File: config.mk
export PLATFORM = sky130hd
export DESIGN_NAME = kbd_event_fifo
export DESIGN_NICKNAME = d
export VERILOG_FILES = /design/src/rtl/kbd_pkg.sv /design/src/rtl/sync_fifo_fwft.sv /design/src/rtl/kbd_event_fifo.sv
export SDC_FILE = /design/constraint.sdc
export NUM_CORES = 1
export LEC_CHECK = 0
export CORE_MARGIN = 3
export CORE_UTILIZATION = 35
export DETAILED_ROUTE_END_ITERATION = 7
export PLACE_DENSITY = 0.52
export SLEW_MARGIN = 0
export SYNTH_ARGS = -nofsm -noshare
export SYNTH_HDL_FRONTEND = slang
export SYNTH_SLANG_ARGS = --single-unit
File: constraint.sdc
create_clock -name clk -period 9.34 [get_ports clk]
set_input_delay 1.868 -clock clk [delete_from_list [all_inputs] [get_ports clk]]
set_output_delay 1.868 -clock clk [all_outputs]
set_load 0.005 [all_outputs]
File: src/rtl/kbd_pkg.sv
// Shared widths and field positions for keyboard/mouse poller events.
// Latency: n/a (types and constants only).
// Backpressure: n/a.
package kbd_pkg;

    localparam int KBD_WORD_W  = 16;
    localparam int KBD_EVENT_W = 17;

    // Event layout: {is_mouse, data[15:0]}
    localparam int EV_IS_MOUSE_BIT = 16;
    localparam int EV_DATA_MSB     = 15;
    localparam int EV_DATA_LSB     = 0;

    // A mouse report with no motion and no buttons carries no information.
    localparam logic [KBD_WORD_W-1:0] MOUSE_NULL = 16'h0000;

    function automatic logic [KBD_EVENT_W-1:0] make_event(
        input logic                  is_mouse,
        input logic [KBD_WORD_W-1:0] data
    );
        return {is_mouse, data};
    endfunction

endpackage

File: src/rtl/sync_fifo_fwft.sv
// First-word-fall-through register FIFO; dout shows the head entry, 0 when empty.
// Latency: a push into an empty FIFO is visible on dout/~empty the next cycle.
// Backpressure: push while full is ignored unless a pop happens the same cycle; pop while empty is ignored.
//
// Ports: clk, reset (sync, active-high), push/din write side, pop/dout read side,
//        count (entries stored), full, empty.
module sync_fifo_fwft #(
    parameter int WIDTH = 17,
    parameter int DEPTH = 8
) (
    input  logic                     clk,
    input  logic                     reset,
    input  logic                     push,
    input  logic [WIDTH-1:0]         din,
    input  logic                     pop,
    output logic [WIDTH-1:0]         dout,
    output logic [$clog2(DEPTH):0]   count,
    output logic                     full,
    output logic                     empty
);

    localparam int AW = $clog2(DEPTH);
    localparam int CW = AW + 1;

    logic [WIDTH-1:0] mem_q [DEPTH];
    logic [AW-1:0]    wr_ptr_q;
    logic [AW-1:0]    rd_ptr_q;
    logic [CW-1:0]    count_q;
    logic [CW-1:0]    count_d;
    logic             push_ok;
    logic             pop_ok;

    assign full  = (count_q == CW'(DEPTH));
    assign empty = (count_q == '0);

    // When full, a simultaneous pop frees the slot the push lands in.
    assign pop_ok  = pop & ~empty;
    assign push_ok = push & (~full | pop_ok);

    always_comb begin
        count_d = count_q;
        case ({push_ok, pop_ok})
            2'b10:   count_d = count_q + CW'(1);
            2'b01:   count_d = count_q - CW'(1);
            default: count_d = count_q;
        endcase
    end

    always_ff @(posedge clk) begin
        if (reset) begin
            wr_ptr_q <= '0;
            rd_ptr_q <= '0;
            count_q  <= '0;
        end else begin
            if (push_ok) wr_ptr_q <= wr_ptr_q + AW'(1);
            if (pop_ok)  rd_ptr_q <= rd_ptr_q + AW'(1);
            count_q <= count_d;
        end
    end

    // Storage needs no reset: dout is masked to zero while empty.
    always_ff @(posedge clk) begin
        if (push_ok) mem_q[wr_ptr_q] <= din;
    end

    assign dout  = empty ? '0 : mem_q[rd_ptr_q];
    assign count = count_q;

endmodule

File: src/rtl/kbd_event_fifo.sv
// Turns each rising edge of the poller's data-ready level into one tagged event queued in a FWFT FIFO.
// Latency: event captured in cycle N is presented on out_valid/out_data in cycle N+1.
// Backpressure: consumer drains with out_valid/out_ready; events arriving while full are dropped and flagged in sticky overflow.
//
// Ports: clk, reset (sync, active-high); in_valid/in_is_mouse/in_data from the poller;
//        out_valid/out_data/out_ready to the host; count; overflow with overflow_clear.
module kbd_event_fifo
    import kbd_pkg::*;
#(
    parameter int DEPTH           = 8,
    parameter bit DROP_ZERO_MOUSE = 1'b1
) (
    input  logic                     clk,
    input  logic                     reset,
    input  logic                     in_valid,
    input  logic                     in_is_mouse,
    input  logic [KBD_WORD_W-1:0]    in_data,
    output logic                     out_valid,
    output logic [KBD_EVENT_W-1:0]   out_data,
    input  logic                     out_ready,
    output logic [$clog2(DEPTH):0]   count,
    output logic                     overflow,
    input  logic                     overflow_clear
);

    logic in_valid_q;
    logic overflow_q;
    logic overflow_d;
    logic edge_det;
    logic is_null_mouse;
    logic push_req;
    logic pop;
    logic fifo_full;
    logic fifo_empty;
    logic overflow_set;

    // in_valid_q resets high so a level already asserted across reset is not
    // mistaken for a fresh response; capture resumes after in_valid drops.
    always_ff @(posedge clk) begin
        if (reset) begin
            in_valid_q <= 1'b1;
            overflow_q <= 1'b0;
        end else begin
            in_valid_q <= in_valid;
            overflow_q <= overflow_d;
        end
    end

    assign edge_det      = in_valid & ~in_valid_q;
    assign is_null_mouse = DROP_ZERO_MOUSE & in_is_mouse & (in_data == MOUSE_NULL);
    assign push_req      = edge_det & ~is_null_mouse;

    // out_valid is derived from stored count only, never from out_ready.
    assign out_valid = ~fifo_empty;
    assign pop       = out_valid & out_ready;

    // A full FIFO still accepts a push when the head is popped in the same cycle.
    assign overflow_set = push_req & fifo_full & ~pop;

    always_comb begin
        overflow_d = overflow_q;
        if (overflow_set)        overflow_d = 1'b1;
        else if (overflow_clear) overflow_d = 1'b0;
    end

    assign overflow = overflow_q;

    sync_fifo_fwft #(
        .WIDTH (KBD_EVENT_W),
        .DEPTH (DEPTH)
    ) u_fifo (
        .clk   (clk),
        .reset (reset),
        .push  (push_req),
        .din   (make_event(in_is_mouse, in_data)),
        .pop   (pop),
        .dout  (out_data),
        .count (count),
        .full  (fifo_full),
        .empty (fifo_empty)
    );

endmodule

## Word level (Yosys, flattened, before mapping)

Memory sizes are Yosys's and may differ from the RTL's. A register that Yosys moved wholly into a read port is not among the register bits.
Cells that the tools add are included.

| storage, ports and cells | value |
|---|---|
| flip-flop bits (word level) | 12 |
| input bits | 22 |
| logic and storage cells | 39 |
| memories kept | 1 |
| RAM bits | 136 |

Memories:

| memory | words | bits a word | read ports | clocked after Yosys merged registers in | write ports | RTL line | source |
|---|---|---|---|---|---|---|---|
| u_fifo.mem_q | 8 | 17 | 1 | 1 | 1 | sync_fifo_fwft.sv:25 | `logic [WIDTH-1:0] mem_q [DEPTH];` |

| cells by class | value |
|---|---|
| equal/unequal tests | 3 |
| bitwise gates (word level) | 14 |
| multiplexer cells | 8 |
| reductions and logical operators | 4 |
| $add $sub $neg | 4 |

Operator list:

| operator | number |
|---|---|
| $mux 17 | 1 |
| $logic_not 16->1 | 1 |
| $and 1x1->1 | 8 |
| $pmux 4 s2 | 1 |
| $add 3x1->3 const B | 2 |
| $mux 3 | 2 |
| $not 1->1 | 5 |
| $add 4x1->4 const B | 1 |
| $eq 4x4->1 const B | 1 |
| $logic_not 4->1 | 1 |
| $mux 1 | 4 |
| $reduce_bool 2->1 | 2 |
| $sub 4x1->4 const B | 1 |
| $eq 2x1->1 const B | 1 |
| $eq 2x2->1 const B | 1 |
| $or 1x1->1 | 1 |

## Logic depth before layout (Yosys ltp)

| depth | value |
|---|---|
| depth in word-level cells | 8 |
| gate-level depth with buffers | 12 |
| mapped depth without buffers | 11 |

## Modules after synthesis

A second synthesis with hierarchy kept.

| unflattened totals | value |
|---|---|
| cell total of the unflattened synthesis | 315 |
| area total of the unflattened synthesis | 6020.8 µm² |

By module, submodules not included:

| module | sequential area each (µm²) | times used | cells each | area an instance (µm²) |
|---|---|---|---|---|
| sync_fifo_fwft | 4344.2 | 1 | 298 | 5884.4 |
| kbd_event_fifo | 40.0 | 1 | 17 | 136.4 |

## Worst setup path after synthesis

No wires, ideal clock.

| path | value |
|---|---|
| path type | input port to flip-flop |
| from | input in_is_mouse |
| to | memory u_fifo.mem_q[2][0], enable pin |
| data arrival time | 4214 ps |
| setup slack | 4692 ps |
| data required time | 8905 ps |
| cell stages on the path | 5 |
| setup time | 435 ps |
| cells stage by stage | nor4b_1 -> and4_1 -> a21oi_2 -> inv_2 -> nor4_1 |

| on the way | value |
|---|---|
| longest elaborated chain between the ends | 6 |

RTL lines:

| what | RTL line | source |
|---|---|---|
| start, declared | kbd_event_fifo.sv:16 | `input logic in_is_mouse,` |
| $and 1x1->1 | kbd_event_fifo.sv:50 | `assign is_null_mouse = DROP_ZERO_MOUSE & in_is_mouse & (in_data == MOUSE_NULL);` |
| $not 1->1 | kbd_event_fifo.sv:51 | `assign push_req = edge_det & ~is_null_mouse;` |
| $and 1x1->1 | kbd_event_fifo.sv:51 |  |
| $and 1x1->1 | sync_fifo_fwft.sv:38 | `assign push_ok = push & (~full \| pop_ok);` |
| $mux 1 | sync_fifo_fwft.sv:63 | `if (push_ok) mem_q[wr_ptr_q] <= din;` |
| $mux 1 (not written as such) | sync_fifo_fwft.sv:63 |  |
| end, declared | sync_fifo_fwft.sv:25 |  |

Every way passes these cells.

==> results by group <==
Status
  • Status: finished clean

Logic synthesis
  • Synth Cell Area: 5990 um^2
  • Synth async-reset ratio: 0%
  • Yosys warnings: 0
  • Post-synth cell types: 38
  • Synth Instances: 309
  • Prevailing post-synth register cell: edfxtp_1
  • Yosys reg bits: 151
  • Share of the synthesized area in the top cell type: 68.2%
  • Yosys top cell by area: edfxtp_1
  • Synth area leaders: edfxtp_1 68%, mux4_2 13%, dfxtp_1 5.0%, mux2i_1 3.3%, nor2_1 1.8%
  • Syn nets: 336
  • Synthesized area per cell: 19.4 um^2
  • Sequential share of the synthesized area: 73.2%
  • Post-synth top cells: 136 x edfxtp_1, 34 x mux4_2, 28 x nor2_1, 20 x mux2i_1, 15 x dfxtp_1
  • Count leader, synth: edfxtp_1
  • Number of synthesized flops with an enable pin: 136

CTS
  • Clock sinks: 151
  • CTS Buf Count: 17
  • Hold Buf Count CTS: 0
  • CTS tree: built
  • CTS clock-pin slew for the worst setup and hold paths: 0.06 ns
  • Clock Tree Root: clkbuf_16
  • Setup bufs post-CTS: 0
  • H-tree levels: 4
  • Clock Tree Buf Depth: 2
  • Worst-skew pair later-pin latency: 0.41 ns
  • # resized after CTS: 0

Pwr
  • Lkg Pwr: 0.00227 uW
  • Power per cell area: 246 nW/um^2
  • VDD IR-drop max: 0.000182 V

Placement
  • Dpl ws: 4.27 ns
  • DP Cell Count: 568
  • Dpl hpwl: 7.34 mm
  • # port buffers: 44
  • GP Congestion: 0.773
  • Area after DPL: 6740 um^2

Route
  • Vias per inst: 4.99
  • Number of antenna-violating nets in the routed design: 0
  • WL final: 12.4 mm
  • Routed via count: 2991
  • Pre-antenna DRT Iters: 4
  • DR iter-0 viols: 156
  • DRC errors left: 0
  • Avg WL per Cell: 20.6 um

Hold path
  • Hold path cells: 2
  • Hold wc startpoint: overflow
  • Min-Delay Path Class: reg -> reg
  • WHS Endpoint: overflow

Timing
  • Slew Limit Fails: 0
  • Relative slew slack: 30.1%
  • Fmax: 215 MHz
  • Final Cycle Share: 49.9%
  • Clock Skew: 0.00714 ns
  • Final hold vios: 0
  • RSZ-0062 raised after global routing: no
  • Final worst slack: 4.68 ns
  • Tightest Pin Transition: 1.05 ns
  • Setup violators final: 0
  • TNS Setup: 0 ns
  • Clock period minus final worst setup slack: 4.66 ns
  • Hold slack: 0.473 ns

Die
  • Core ar.: 16600 um^2
  • Die Y: 137 um
  • Die X: 137 um
  • Num rows: 47
  • Initial Util: 36.0%
  • Die Area: 18700 um^2
  • I/O Pins: 45

Worst setup path
  • Worst r2r src: u_fifo.count[0]
  • R2R depth: 11
  • WP data required: 7.47 ns
  • Setup crit end kind: output port
  • Setup CP Type: reg -> out
  • Crit start category: flop
  • Max FO, Critical Path: 34
  • Reg-to-reg setup timing slack: 6.56 ns
  • Critical path arrival: 2.79 ns
  • RR Endpoint: u_fifo.count[2]

Global routing
  • Global route total overflow: 0
  • Gr usage total: 14.3%
  • Number of global-route vias before repair: 3249
  • First-pass GRT wire length: 19.1 mm
  • Initial antenna violation count: 0
  • Largest net degree at the start of global routing: 35

Cells and area
  • ANT cells: 0
  • Share of cells above drive strength 1: 23.2%
  • Area grow syn2layout: 22.1%
  • Post-route cell area: 7310 um^2
  • Final non-filler cell total: 600
  • Nets: 394

Run
  • Total of max-cap violations: 0
[placed cells by master (no fill, tap or decap), types with 3 or more instances in the layout]
cell type	instances
nor2b_1	3
clkdlybuf4s50_1	44
edfxtp_1	136
clkinv_2	5
mux4_2	34
buf_4	10
nor4_2	4
and4_1	3
nand3_1	3
ha_1	5
xor2_1	4
dfxtp_1	14
nor2_1	28
clkbuf_1	3
clkbuf_8	4
inv_1	3
clkbuf_16	17
a21oi_1	4
nand2b_1	4
mux2i_1	20
[layout make-up]
cell class | count | area, um^2
Multi-Input combinational cell | 138 | 1550
Clock buffer | 24 | 492
Inverter | 5 | 21.3
Clock inverter | 8 | 71.3
Fill cell | 1473 | 9340
Tap cell | 220 | 275
Sequential cell | 151 | 4390
Timing Repair Buffer | 54 | 515
[worst max-delay path: stages, from the launching register on]
cell and delay (ns):
dfxtp_2 0.31, buf_4 0.57, mux4_2 0.60, mux2i_1 0.31, nor2_1 0.09, clkdlybuf4s50_1 0.46
[routing by layer]
metal / track usage (%) / vias up / wire [um]
met4: 3.94 / 0 / 150
met2: 23.1 / 61 / 6140
met1: 18.8 / 1559 / 5560
met5: 0 / - / 0
li1: - / 1358 / -
met3: 4.67 / 13 / 535
[registers in the layout, summed over array words and instances (netlist names), named ones only]
name / count
in_valid_q: 1
overflow: 1
u_fifo.count: 4
u_fifo.mem_q: 136
u_fifo.rd_ptr_q: 3
u_fifo.wr_ptr_q: 3
[power breakdown]
part / leakage, uW / total (uW) / internal (uW) / switching, uW
combinational: 0.000641 / 388 / 211 / 177
sequential: 0.00135 / 763 / 750 / 13.3
clock: 0.000280 / 643 / 393 / 250
[how the worst max path moves through the flow]
stage,end,cells past startpoint,slack [ns],from
final,out_data[16],5,4.68,flop
after global routing,u_fifo.count[2],12,4.43,in_data[8]
after CTS,out_data[16],5,4.59,flop
after detailed placement,u_fifo.count[2],12,4.27,in_data[8]
after global placement,u_fifo.count[2],12,4.30,in_data[8]
after floorplan,u_fifo.mem_q[2][0],5,4.69,in_is_mouse
[cell families (layout without fill, tap and decap cells)]
kind of cell	after synthesis	in the layout	synth area share, %
buffers and inverters	20	91	1.53
and+or+nand+nor	60	60	5.58
DFF	151	151	73.2
AOI/OAI and AO/OA	12	12	1.23
xor gates and xnor gates	5	5	0.857
adders and majority gates	5	5	1.05
muxes	56	56	16.5
[metrics by stage]
step           power (uW)  util (%)
3_5_place_dp         1180      40.5
3_3_place_gp         1170      40.5
2_1_floorplan        1020         -
5_1_grt              1890      43.9
6_report             1790      43.9
4_1_cts              1820      43.9
No activity file was read; power rests on OpenSTA's default activity.
